## src/rtl/uart_mmio_fifo_pkg.sv

```systemverilog
// Shared definitions for the memory-mapped UART controller: register
// offsets (addr[3:2]), STATUS/CTRL bit positions, TX FSM state encoding and
// the STATUS word packer.
package uart_mmio_fifo_pkg;

  localparam logic [1:0] REG_DATA   = 2'd0;
  localparam logic [1:0] REG_STATUS = 2'd1;
  localparam logic [1:0] REG_CTRL   = 2'd2;

  localparam int ST_RX_AVAIL    = 0;
  localparam int ST_TX_NOT_FULL = 1;
  localparam int ST_RX_OVF      = 2;
  localparam int ST_TX_IDLE     = 3;
  localparam int ST_TX_OVF      = 4;

  localparam int CTRL_RX_INT_EN = 0;
  localparam int CTRL_TX_INT_EN = 1;

  typedef enum logic [1:0] {
    TX_IDLE,
    TX_START,
    TX_WAIT_HI,
    TX_WAIT_LO
  } tx_state_e;

  function automatic logic [31:0] pack_status(
    input logic       rx_avail,
    input logic       tx_not_full,
    input logic       rx_ovf,
    input logic       tx_idle,
    input logic       tx_ovf,
    input logic [7:0] rx_cnt,
    input logic [7:0] tx_cnt
  );
    logic [31:0] st;
    st                 = '0;
    st[ST_RX_AVAIL]    = rx_avail;
    st[ST_TX_NOT_FULL] = tx_not_full;
    st[ST_RX_OVF]      = rx_ovf;
    st[ST_TX_IDLE]     = tx_idle;
    st[ST_TX_OVF]      = tx_ovf;
    st[15:8]           = rx_cnt;
    st[23:16]          = tx_cnt;
    return st;
  endfunction

endpackage

```

## src/rtl/uart_mmio_fifo_sync_fifo.sv

```systemverilog
// Synchronous FIFO with a look-ahead head output.
//   push/wdata : write request; accepted when not full, or when full and a
//                pop happens in the same cycle.
//   pop        : remove head; ignored when empty.
//   full/empty/count : occupancy (count is DEPTH_LOG2+1 bits).
//   head       : current front entry, readable without popping.
// Pointers and count are reset; storage is not.
module sync_fifo #(
  parameter int WIDTH      = 8,
  parameter int DEPTH_LOG2 = 4
) (
  input  logic                  clk,
  input  logic                  rst,
  input  logic                  push,
  input  logic [WIDTH-1:0]      wdata,
  input  logic                  pop,
  output logic                  full,
  output logic                  empty,
  output logic [DEPTH_LOG2:0]   count,
  output logic [WIDTH-1:0]      head
);

  localparam int                DEPTH     = 1 << DEPTH_LOG2;
  localparam logic [DEPTH_LOG2:0] DEPTH_CNT = DEPTH[DEPTH_LOG2:0];

  logic [WIDTH-1:0]      mem [DEPTH];
  logic [DEPTH_LOG2-1:0] wr_ptr;
  logic [DEPTH_LOG2-1:0] rd_ptr;
  logic                  push_ok;
  logic                  pop_ok;

  assign full    = (count == DEPTH_CNT);
  assign empty   = (count == '0);
  assign head    = mem[rd_ptr];
  assign pop_ok  = pop & ~empty;
  // A pop in the same cycle frees the slot the push lands in.
  assign push_ok = push & (~full | pop_ok);

  always_ff @(posedge clk) begin
    if (rst) begin
      wr_ptr <= '0;
      rd_ptr <= '0;
      count  <= '0;
    end else begin
      if (push_ok) wr_ptr <= wr_ptr + 1'b1;
      if (pop_ok)  rd_ptr <= rd_ptr + 1'b1;
      case ({push_ok, pop_ok})
        2'b10:   count <= count + 1'b1;
        2'b01:   count <= count - 1'b1;
        default: count <= count;
      endcase
    end
  end

  always_ff @(posedge clk) begin
    if (push_ok) mem[wr_ptr] <= wdata;
  end

endmodule

```

## src/rtl/uart_mmio_fifo.sv

```systemverilog
// Memory-mapped UART controller: RX/TX byte FIFOs between the byte-level
// UART and the CPU bus, with STATUS/CTRL registers, sticky overflow flags
// and a registered level interrupt.
//   clk, rst            : clock, synchronous active-high reset
//   ce_i/we_i/addr_i/sel_i/data_i/data_o : CPU bus (addr[3:2] decoded,
//                         sel[0] honoured, data_o combinational)
//   rx_valid_i/rx_data_i : received byte strobe from the UART receiver
//   tx_start_o/tx_data_o/tx_busy_i : transmitter handshake
//   int_o               : level interrupt
module uart_mmio_fifo
  import uart_mmio_fifo_pkg::*;
#(
  parameter int RX_DEPTH_LOG2 = 4,
  parameter int TX_DEPTH_LOG2 = 4,
  parameter int BUSY_TIMEOUT  = 3
) (
  input  logic        clk,
  input  logic        rst,
  input  logic        ce_i,
  input  logic        we_i,
  input  logic [31:0] addr_i,
  input  logic [3:0]  sel_i,
  input  logic [31:0] data_i,
  output logic [31:0] data_o,
  input  logic        rx_valid_i,
  input  logic [7:0]  rx_data_i,
  output logic        tx_start_o,
  output logic [7:0]  tx_data_o,
  input  logic        tx_busy_i,
  output logic        int_o
);

  localparam int TMO_W = (BUSY_TIMEOUT < 2) ? 1 : $clog2(BUSY_TIMEOUT);
  localparam logic [TMO_W-1:0] TMO_LAST = TMO_W'(BUSY_TIMEOUT - 1);

  logic [1:0]             reg_sel;
  logic                   acc;
  logic                   data_rd, data_wr, status_wr, ctrl_wr;
  logic                   rx_full, rx_empty, tx_full, tx_empty;
  logic [RX_DEPTH_LOG2:0] rx_count;
  logic [TX_DEPTH_LOG2:0] tx_count;
  logic [7:0]             rx_head, tx_head;
  logic                   rx_pop, tx_pop;
  logic                   rx_ovf, tx_ovf;
  logic                   rx_ovf_set, tx_ovf_set;
  logic [1:0]             ctrl;
  logic                   tx_idle;
  tx_state_e              tx_state;
  logic [TMO_W-1:0]       wait_cnt;
  logic                   unused_bits;

  assign unused_bits = ^{addr_i[31:4], addr_i[1:0], sel_i[3:1], data_i[31:8]};

  assign reg_sel   = addr_i[3:2];
  assign acc       = ce_i & sel_i[0];
  assign data_rd   = acc & ~we_i & (reg_sel == REG_DATA);
  assign data_wr   = acc &  we_i & (reg_sel == REG_DATA);
  assign status_wr = acc &  we_i & (reg_sel == REG_STATUS);
  assign ctrl_wr   = acc &  we_i & (reg_sel == REG_CTRL);

  assign rx_pop  = data_rd & ~rx_empty;
  assign tx_pop  = (tx_state == TX_START);
  assign tx_idle = tx_empty & (tx_state == TX_IDLE) & ~tx_busy_i;

  // Drops: full and no same-cycle pop to make room.
  assign rx_ovf_set = rx_valid_i & rx_full & ~rx_pop;
  assign tx_ovf_set = data_wr & tx_full & ~tx_pop;

  sync_fifo #(.WIDTH(8), .DEPTH_LOG2(RX_DEPTH_LOG2)) u_rx_fifo (
    .clk(clk), .rst(rst), .push(rx_valid_i), .wdata(rx_data_i), .pop(rx_pop),
    .full(rx_full), .empty(rx_empty), .count(rx_count), .head(rx_head)
  );

  sync_fifo #(.WIDTH(8), .DEPTH_LOG2(TX_DEPTH_LOG2)) u_tx_fifo (
    .clk(clk), .rst(rst), .push(data_wr), .wdata(data_i[7:0]), .pop(tx_pop),
    .full(tx_full), .empty(tx_empty), .count(tx_count), .head(tx_head)
  );

  always_comb begin
    data_o = '0;
    if (ce_i) begin
      case (reg_sel)
        REG_DATA:   data_o = {24'h0, rx_empty ? 8'h00 : rx_head};
        REG_STATUS: data_o = pack_status(~rx_empty, ~tx_full, rx_ovf, tx_idle, tx_ovf,
                                         8'(rx_count), 8'(tx_count));
        REG_CTRL:   data_o = {30'h0, ctrl};
        default:    data_o = '0;
      endcase
    end
  end

  // Sticky flags: a set in the same cycle as a W1C clear wins.
  always_ff @(posedge clk) begin
    if (rst) begin
      rx_ovf <= 1'b0;
      tx_ovf <= 1'b0;
      ctrl   <= '0;
      int_o  <= 1'b0;
    end else begin
      if (status_wr && data_i[ST_RX_OVF]) rx_ovf <= 1'b0;
      if (rx_ovf_set)                     rx_ovf <= 1'b1;
      if (status_wr && data_i[ST_TX_OVF]) tx_ovf <= 1'b0;
      if (tx_ovf_set)                     tx_ovf <= 1'b1;
      if (ctrl_wr)                        ctrl   <= data_i[1:0];
      int_o <= (ctrl[CTRL_RX_INT_EN] & ~rx_empty) | (ctrl[CTRL_TX_INT_EN] & tx_idle);
    end
  end

  // Outputs are loaded on the IDLE->START transition so the pulse and the
  // byte are both valid during the START cycle; tx_data_o then holds.
  always_ff @(posedge clk) begin
    if (rst) begin
      tx_state   <= TX_IDLE;
      tx_start_o <= 1'b0;
      tx_data_o  <= '0;
      wait_cnt   <= '0;
    end else begin
      tx_start_o <= 1'b0;
      case (tx_state)
        TX_IDLE: begin
          if (!tx_empty && !tx_busy_i) begin
            tx_state   <= TX_START;
            tx_start_o <= 1'b1;
            tx_data_o  <= tx_head;
          end
        end
        TX_START: begin
          tx_state <= TX_WAIT_HI;
          wait_cnt <= '0;
        end
        TX_WAIT_HI: begin
          if (tx_busy_i)                tx_state <= TX_WAIT_LO;
          else if (wait_cnt == TMO_LAST) tx_state <= TX_IDLE;
          else                          wait_cnt <= wait_cnt + 1'b1;
        end
        TX_WAIT_LO: begin
          if (!tx_busy_i) tx_state <= TX_IDLE;
        end
        default: tx_state <= TX_IDLE;
      endcase
    end
  end

endmodule

```

## config.mk

```make
export PLATFORM = sky130hd
export DESIGN_NAME = uart_mmio_fifo
export DESIGN_NICKNAME = d
export VERILOG_FILES = /design/src/rtl/uart_mmio_fifo_pkg.sv /design/src/rtl/uart_mmio_fifo_sync_fifo.sv /design/src/rtl/uart_mmio_fifo.sv
export SDC_FILE = /design/constraint.sdc
export NUM_CORES = 1
export LEC_CHECK = 0
export CORE_UTILIZATION = 51
export CTS_BUF_LIST = sky130_fd_sc_hd__clkbuf_16
export DETAILED_ROUTE_END_ITERATION = 8
export PLACE_DENSITY = 0.78
export REMOVE_ABC_BUFFERS = 1
export SYNTH_ARGS = -nofsm -noshare
export SYNTH_HDL_FRONTEND = slang
export SYNTH_SLANG_ARGS = --single-unit
```

## constraint.sdc

```tcl
create_clock -name clk -period 3.03 [get_ports clk]
set_input_delay 0.4545 -clock clk [delete_from_list [all_inputs] [get_ports clk]]
set_output_delay 0.4545 -clock clk [all_outputs]
set_load 0.1 [all_outputs]
```

==> results of run 1 <==
final cells by class:
type	count	area [sq um]	share of cell area [%]
clock inverters	24	152.6	1.024
multi-input cells	377	3542	23.76
flip-flops and latches	304	8657	58.07
well taps	319	399.1	2.678
repair buffers	131	1301	8.729
inverters	21	78.83	0.5288
clock buffers	31	775.7	5.204
where the power goes:
| part | total, mW | internal, mW | switching, mW |
|---|---|---|---|
| logic | 0.403 | 0.124 | 0.279 |
| clock network | 3.46 | 1.94 | 1.52 |
| registers | 4.58 | 4.56 | 0.0184 |
| total | 8.44 | 6.62 | 1.82 |
sequential cells by signal, summed over array words and instances, names as in the netlist, named ones only:
register / flops
int_o: 1
u_rx_fifo.count: 5
u_tx_fifo.mem: 128
wait_cnt: 2
u_rx_fifo.mem: 128
u_tx_fifo.wr_ptr: 4
tx_start_o: 1
rx_ovf: 1
tx_state: 2
tx_data_o: 8
u_rx_fifo.wr_ptr: 4
u_tx_fifo.rd_ptr: 4
u_rx_fifo.rd_ptr: 4
u_tx_fifo.count: 5
tx_ovf: 1
ctrl: 2
cell families after synthesis:
kind of cell,count (synthesis)
multiplexers,73
buffers and inverters,74
adder cells (fa/ha/maj),19
AND/OR/NAND/NOR,166
other,1
AO/OA/AOI/OAI,87
XOR/XNOR,18
flip-flops,304
metal layers:
metal	track usage [%]	routed length [um]
met3	2.586	1128
met1	25.98	9996
met5	0	0
met4	7.418	895
met2	36.55	12950
repair_timing:
action,CTS,global route
hold endpoints to repair,0,0
gates resized for setup,3,6
gates cloned,0,0
setup buffers,0,14
endpoints found under the setup margin,6,5
hold buffers,0,0
critical path, delay by kind of cell (launching register included):
family	cells	cell delay, ns
compound gates	2	0.30
mux	1	0.50
buf+inv	4	0.64
flops	1	0.41
simple gates	1	0.15
final timing paths:
kind	start	endpoint	slack, ns
max	flop	data_o[5]	0.03
min	rx_ovf$_SDFFE_PP0P_	rx_ovf$_SDFFE_PP0P_	0.47
max reg2reg	u_rx_fifo.count[0]$_SDFFE_PP0P_	u_rx_fifo.count[4]$_SDFFE_PP0P_	0.21
min reg2reg	rx_ovf$_SDFFE_PP0P_	rx_ovf$_SDFFE_PP0P_	0.47
metrics by stage:
step / hold slack [ns] / TNS (ns) / power, mW / area [sq um] / utilization (%)
after floorplan: 0.4264 / -6.015 / 4.882 / 12240 / -
after global placement: 0.4525 / -0.4502 / 5.052 / 13850 / 58.31
after detailed placement: 0.4560 / -0.5966 / 5.065 / 13850 / 58.31
after CTS: 0.4655 / 0 / 8.489 / 14790 / 62.25
after global routing: 0.5274 / -0.1505 / 8.668 / 14910 / 62.76
final: 0.4659 / 0 / 8.439 / 14910 / 62.76
placed cells by master, fill, tap and decap left out, types with 14 or more instances in the layout:
cell             Yosys  layout
edfxtp_1           256     256
buf_4               18      85
mux4_2              58      58
nor2_1              53      53
dfxtp_1             48      43
clkbuf_16            0      31
inv_1               21      27
nand2_1             27      27
a21oi_1             24      24
clkdlybuf4s50_1      0      24
a22oi_1             21      21
buf_12               0      20
ha_1                18      18
nor3_1              14      14
conb_1               1      14
==> flow_summary.yaml, run 1 <==
die:
  ioPinCount: 124
  start_util_pct: 52.59
  placementRows: 56
  fp.dieW_um: 158.5
  dieArea_sq_mm: 0.02512
  die_h_um: 158.5
  coreArea_sq_mm: 0.02375
power_and_ir_drop:
  p_per_area_mw_per_mm2: 566.1
  vdd_drop_max_mv: 0.5564
  leakage_nw: 5.071
timing:
  hold_viol_final: 0
  fmax_mhz: 333.1
  min_period_ns: 3.002
  maxSlewHeadroom_pct: 52.51
  finalCritPeriodShare_pct: 99.08
  rsz0062_at_grt: "true"
  worst_slack_ns: 0.02778
  finalMaxSlewViolations: 0
  setup_viol: 0
  finClkSkew_ns: 0.008095
  worstMarginPinSlew_ns: 0.7109
synth:
  async_flop_share_pct: 0
  ys_types: 57
  ys_seq_area_share_pct: 69.24
  synthMuxAreaShare_pct: 12.44
  synth_area_leaders: "edfxtp_1, mux4_2, dfxtp_1"
  avgSynthCellArea_sq_um: 16.83
  synth_fa_ha_area_share_pct: 1.963
  synth_commonest_cells: "edfxtp_1, mux4_2, nor2_1, dfxtp_1, nand2_1"
  yosysMostFrequentCell: "edfxtp_1"
  synth.cell_area_sq_mm: 0.01249
  netlist_instances: 742
  synth_seq_cells: 304
  synth_largest_area_cell: "edfxtp_1"
  ys_warn_count: 0
  synth_top_area_share_pct: 61.54
  ys.flop_type: "edfxtp_1"
  synth-xor-area-share_pct: 1.262
  yosys.area_share.simple_pct: 6.932
  synth_compound_area_share_pct: 5.069
  synth_edf_count: 256
  synth_top_family_by_area: "multiplexers"
grt:
  grt_util_all_layers_pct: 20.60
  grt-ovfl-total: 0
  antenna_found_initial: 0
  grt_max_degree: 33
  grt_pass1_wl_um: 38240
  grt_pass1_vias: 6852
cts:
  cts_max_level: 1
  cts_tree: "done"
  clockRootBuffer: "clkbuf_16"
  cts_buffers: 30
  clkTransAtPathRegs_ns: 0.06
  clk_latency_ns: 0.54
  cts_buffer_depth: 3
  clock_sink_count: 304
setup_path:
  cp_common_cell: "buf_4"
  worstPathArrival_ns: 2.55
  crit_type: "reg2out"
  max_stage_delay_ns: 0.50
  crit_path_top_delay_cell: "mux4_2"
  end_kind: "output pin"
  cp_max_fo: 6
  cp.required_ns: 2.58
  r2r_cells: 11
  start_kind: "flop"
  crit_chain: "buf_4 -> buf_4 -> mux4_2 -> nor2b_1 -> a211oi_2 -> a211oi_1 -> buf_4 -> buf_12"
cells_and_area:
  final_net_count: 966
  syn_to_final_growth_pct: 19.34
  drive_gt1_share_pct: 26.24
  n_antenna_cell: 0
  final_cells: 1207
  fillers: 1656
run:
  drv_cap: 0
worst_hold_path:
  min_path_type: "reg2reg"
  hold_path_depth: 2
detailed_routing:
  drt_iter0_drc: 569
  wire_per_inst_um: 20.69
  firstDrtPassIters: 5
  drcViolationCount: 0
  vias: 6876
  viasPerCell: 5.697
  ant_nets: 0
  wirelength_um: 24970
status:
  status: "finished, final reports clean"
place:
  placed_cells: 1138
  dp_hpwl_um: 16250
  place_ws_ns: -0.2433
  gp_congestion: 0.7999
  portBuffers: 52
Note: power is estimated with default switching activity, not from simulation.
==> run 2, diff against run 1 <==
--- a/config.mk
+++ b/config.mk
@@ -5,9 +5,10 @@
 export SDC_FILE = /design/constraint.sdc
 export NUM_CORES = 1
 export LEC_CHECK = 0
-export CORE_UTILIZATION = 51
+export CORE_UTILIZATION = 57
 export CTS_BUF_LIST = sky130_fd_sc_hd__clkbuf_16
 export DETAILED_ROUTE_END_ITERATION = 8
+export DONT_BUFFER_PORTS = 1
 export PLACE_DENSITY = 0.78
 export REMOVE_ABC_BUFFERS = 1
 export SYNTH_ARGS = -nofsm -noshare
==> run 2 against run 1 <==
  * Wire length increased by 7.2%
  * Clock power increased by 5%
  * Maximum frequency increased by 1.5%
  * Setup slack improved by 0.044 ns
  * Via count increased by 0.15%
  * First-iteration DRC count increased by 10%
  * Critical endpoint is now data_o[0]
  * Largest power group unchanged
==> flow_summary.yaml, run 2 (synthesis results as in run 1) <==
setup_path:
  crit_family: "buffers and inverters"
  crit_path_top_delay_cell: "mux4_2"
  end_kind: "output pin"
  crit_chain: "buf_4 -> buf_4 -> mux4_2 -> a311oi_2 -> buf_4 -> a21oi_2 -> buf_12"
  cp_max_fo: 8
  cp_common_cell: "buf_4"
  start_kind: "flop"
  cp.required_ns: 2.58
  worstPathArrival_ns: 2.50
  r2r_slack_ns: 0.11
  crit_type: "reg2out"
  max_stage_delay_ns: 0.53
  cp_num_buf_inv: 4
detailed_routing:
  wirelength_um: 26770
  firstDrtPassIters: 5
  vias: 6886
  wire_per_inst_um: 23.95
  ant_nets: 0
  viasPerCell: 6.159
  drcViolationCount: 0
  drt_iter0_drc: 628
cts:
  clockRootBuffer: "clkbuf_16"
  cts_tree: "done"
  cts_max_level: 1
  clkTransAtPathRegs_ns: 0.06
  clock_sink_count: 304
  cts_buffer_depth: 3
  cts_buffers: 29
  clk_latency_ns: 0.53
timing:
  finalCritPeriodShare_pct: 97.63
  fmax_mhz: 338.0
  finClkSkew_ns: 0.008027
  hold_viol_final: 0
  worstMarginPinSlew_ns: 0.9970
  setup_viol: 0
  min_period_ns: 2.958
  finalMaxSlewViolations: 0
  worst_slack_ns: 0.07173
  maxSlewHeadroom_pct: 33.44
  setup_tns_ns: 0
place:
  portBuffers: 0
  gp_congestion: 0.8406
  dp_hpwl_um: 16490
  place_ws_ns: 0.02441
status:
  status: "finished, final reports clean"
run:
  drv_cap: 0
grt:
  antenna_found_initial: 0
  grt_pass1_vias: 6995
  grt_max_degree: 35
  grt_util_all_layers_pct: 23.44
  grt-ovfl-total: 0
  grt_pass1_wl_um: 38950
cells_and_area:
  reg.largest.list: "u_rx_fifo.mem x128, u_tx_fifo.mem x128, tx_data_o x8"
  n_antenna_cell: 0
  drive_gt1_share_pct: 24.20
  syn_to_final_growth_pct: 17.07
  mostFrequentLayoutCells: "edfxtp_1, mux4_2, nor2_1"
  final_common_cell: "edfxtp_1"
  fin_util_pct: 68.91
  final_net_count: 923
power_and_ir_drop:
  vdd_drop_max_mv: 0.4826
  leakage_nw: 4.864
  p_per_area_mw_per_mm2: 587.7
die:
  start_util_pct: 58.86
  coreArea_sq_mm: 0.02122
  fp.dieW_um: 150.0
  dieArea_sq_mm: 0.02251
  die_h_um: 150.0
  ioPinCount: 124
  placementRows: 53
worst_hold_path:
  min_path_type: "in2reg"
-- run 2: cell types whose count changed in the layout (fill, tap and decap cells not counted), moves of 4 or more --
cell             change
nor3_1               -4
clkdlybuf4s50_1     -24
nor4_2               -4
bufinv_16            +4
nor3_2               +4
dfxtp_2              +5
dlygate4sd3_1       +26
nor4_1               +4
buf_12               -9
buf_4               -38
dfxtp_1              -5
-- run 2: report_power, final --
group	leakage (nW)	internal [mW]	switching [mW]
Combinational	1.69	0.113	0.258
Sequential	2.70	4.56	0.0266
Clock	0.474	2.16	1.47
-- run 2: repair_timing --
action	4_1_cts	5_1_grt
pin swaps	1	1
hold endpoints to repair	42	199
cloned	0	1
setup endpoints to repair	9	4
buffers inserted	3	2
hold buffers	4	23
gates resized for setup	3	15
-- run 2: cell type report --
| class | count | area (sq um) |
|---|---|---|
| Fill cell | 1332 | 6598 |
| Multi-Input combinational cell | 377 | 3610 |
| Sequential cell | 304 | 8663 |
| Inverter | 21 | 78.83 |
| Timing Repair Buffer | 89 | 958.4 |
| Clock buffer | 29 | 725.7 |
| Clock inverter | 23 | 242.7 |
| Tap cell | 275 | 344.1 |
-- run 2: worst paths after layout --
kind | start | end | cells after the start
setup reg to reg | u_rx_fifo.count[3]$_SDFFE_PP0P_ | u_rx_fifo.count[4]$_SDFFE_PP0P_ | 11
setup / recovery | flop | data_o[0] | 7
hold reg to reg | rx_ovf$_SDFFE_PP0P_ | rx_ovf$_SDFFE_PP0P_ | 2
hold / removal | rx_data_i[7] | u_rx_fifo.mem[0][7]$_DFFE_PP_ | 0
-- run 2: per-layer routing --
layer  track usage [%]  up-vias  share of wire, %
met2             43.40      270                56
li1                  -     3031                 -
met5                 0        -                 0
met4             7.828        0               2.7
met1             27.58     3526                36
met3             3.811       59               5.7
-- run 2: through the flow --
stage | area (sq um) | instances | hold WS (ns) | power (mW)
2_1_floorplan | 12240 | 702 | 0.4264 | 4.882
3_3_place_gp | 13260 | 1033 | 0.4378 | 4.944
3_5_place_dp | 13260 | 1033 | 0.4610 | 4.958
4_1_cts | 14320 | 1092 | 0.00009429 | 8.568
5_1_grt | 14620 | 1118 | 0.0006871 | 8.823
6_report | 14620 | 1118 | 0.02038 | 8.593
-- run 2: worst reg2reg max path: cells and delay by family (launching register included) --
kind | cells | cell delay [ns]
AO/OA/AOI/OAI | 4 | 0.61
adder cells (fa/ha/maj) | 2 | 0.53
buffers and inverters | 2 | 0.33
flip-flops | 1 | 0.35
AND/OR/NAND/NOR | 3 | 1.03
==> run 3, diff against run 2 <==
--- a/config.mk
+++ b/config.mk
@@ -5,6 +5,7 @@
 export SDC_FILE = /design/constraint.sdc
 export NUM_CORES = 1
 export LEC_CHECK = 0
+export CAP_MARGIN = 5
 export CORE_UTILIZATION = 57
 export CTS_BUF_LIST = sky130_fd_sc_hd__clkbuf_16
 export DETAILED_ROUTE_END_ITERATION = 8
@@ -14,3 +15,4 @@
 export SYNTH_ARGS = -nofsm -noshare
 export SYNTH_HDL_FRONTEND = slang
 export SYNTH_SLANG_ARGS = --single-unit
+export TNS_END_PERCENT = 100
==> results of run 3 <==
No change in the layout: final DEF, timing and power equal those of run 2.
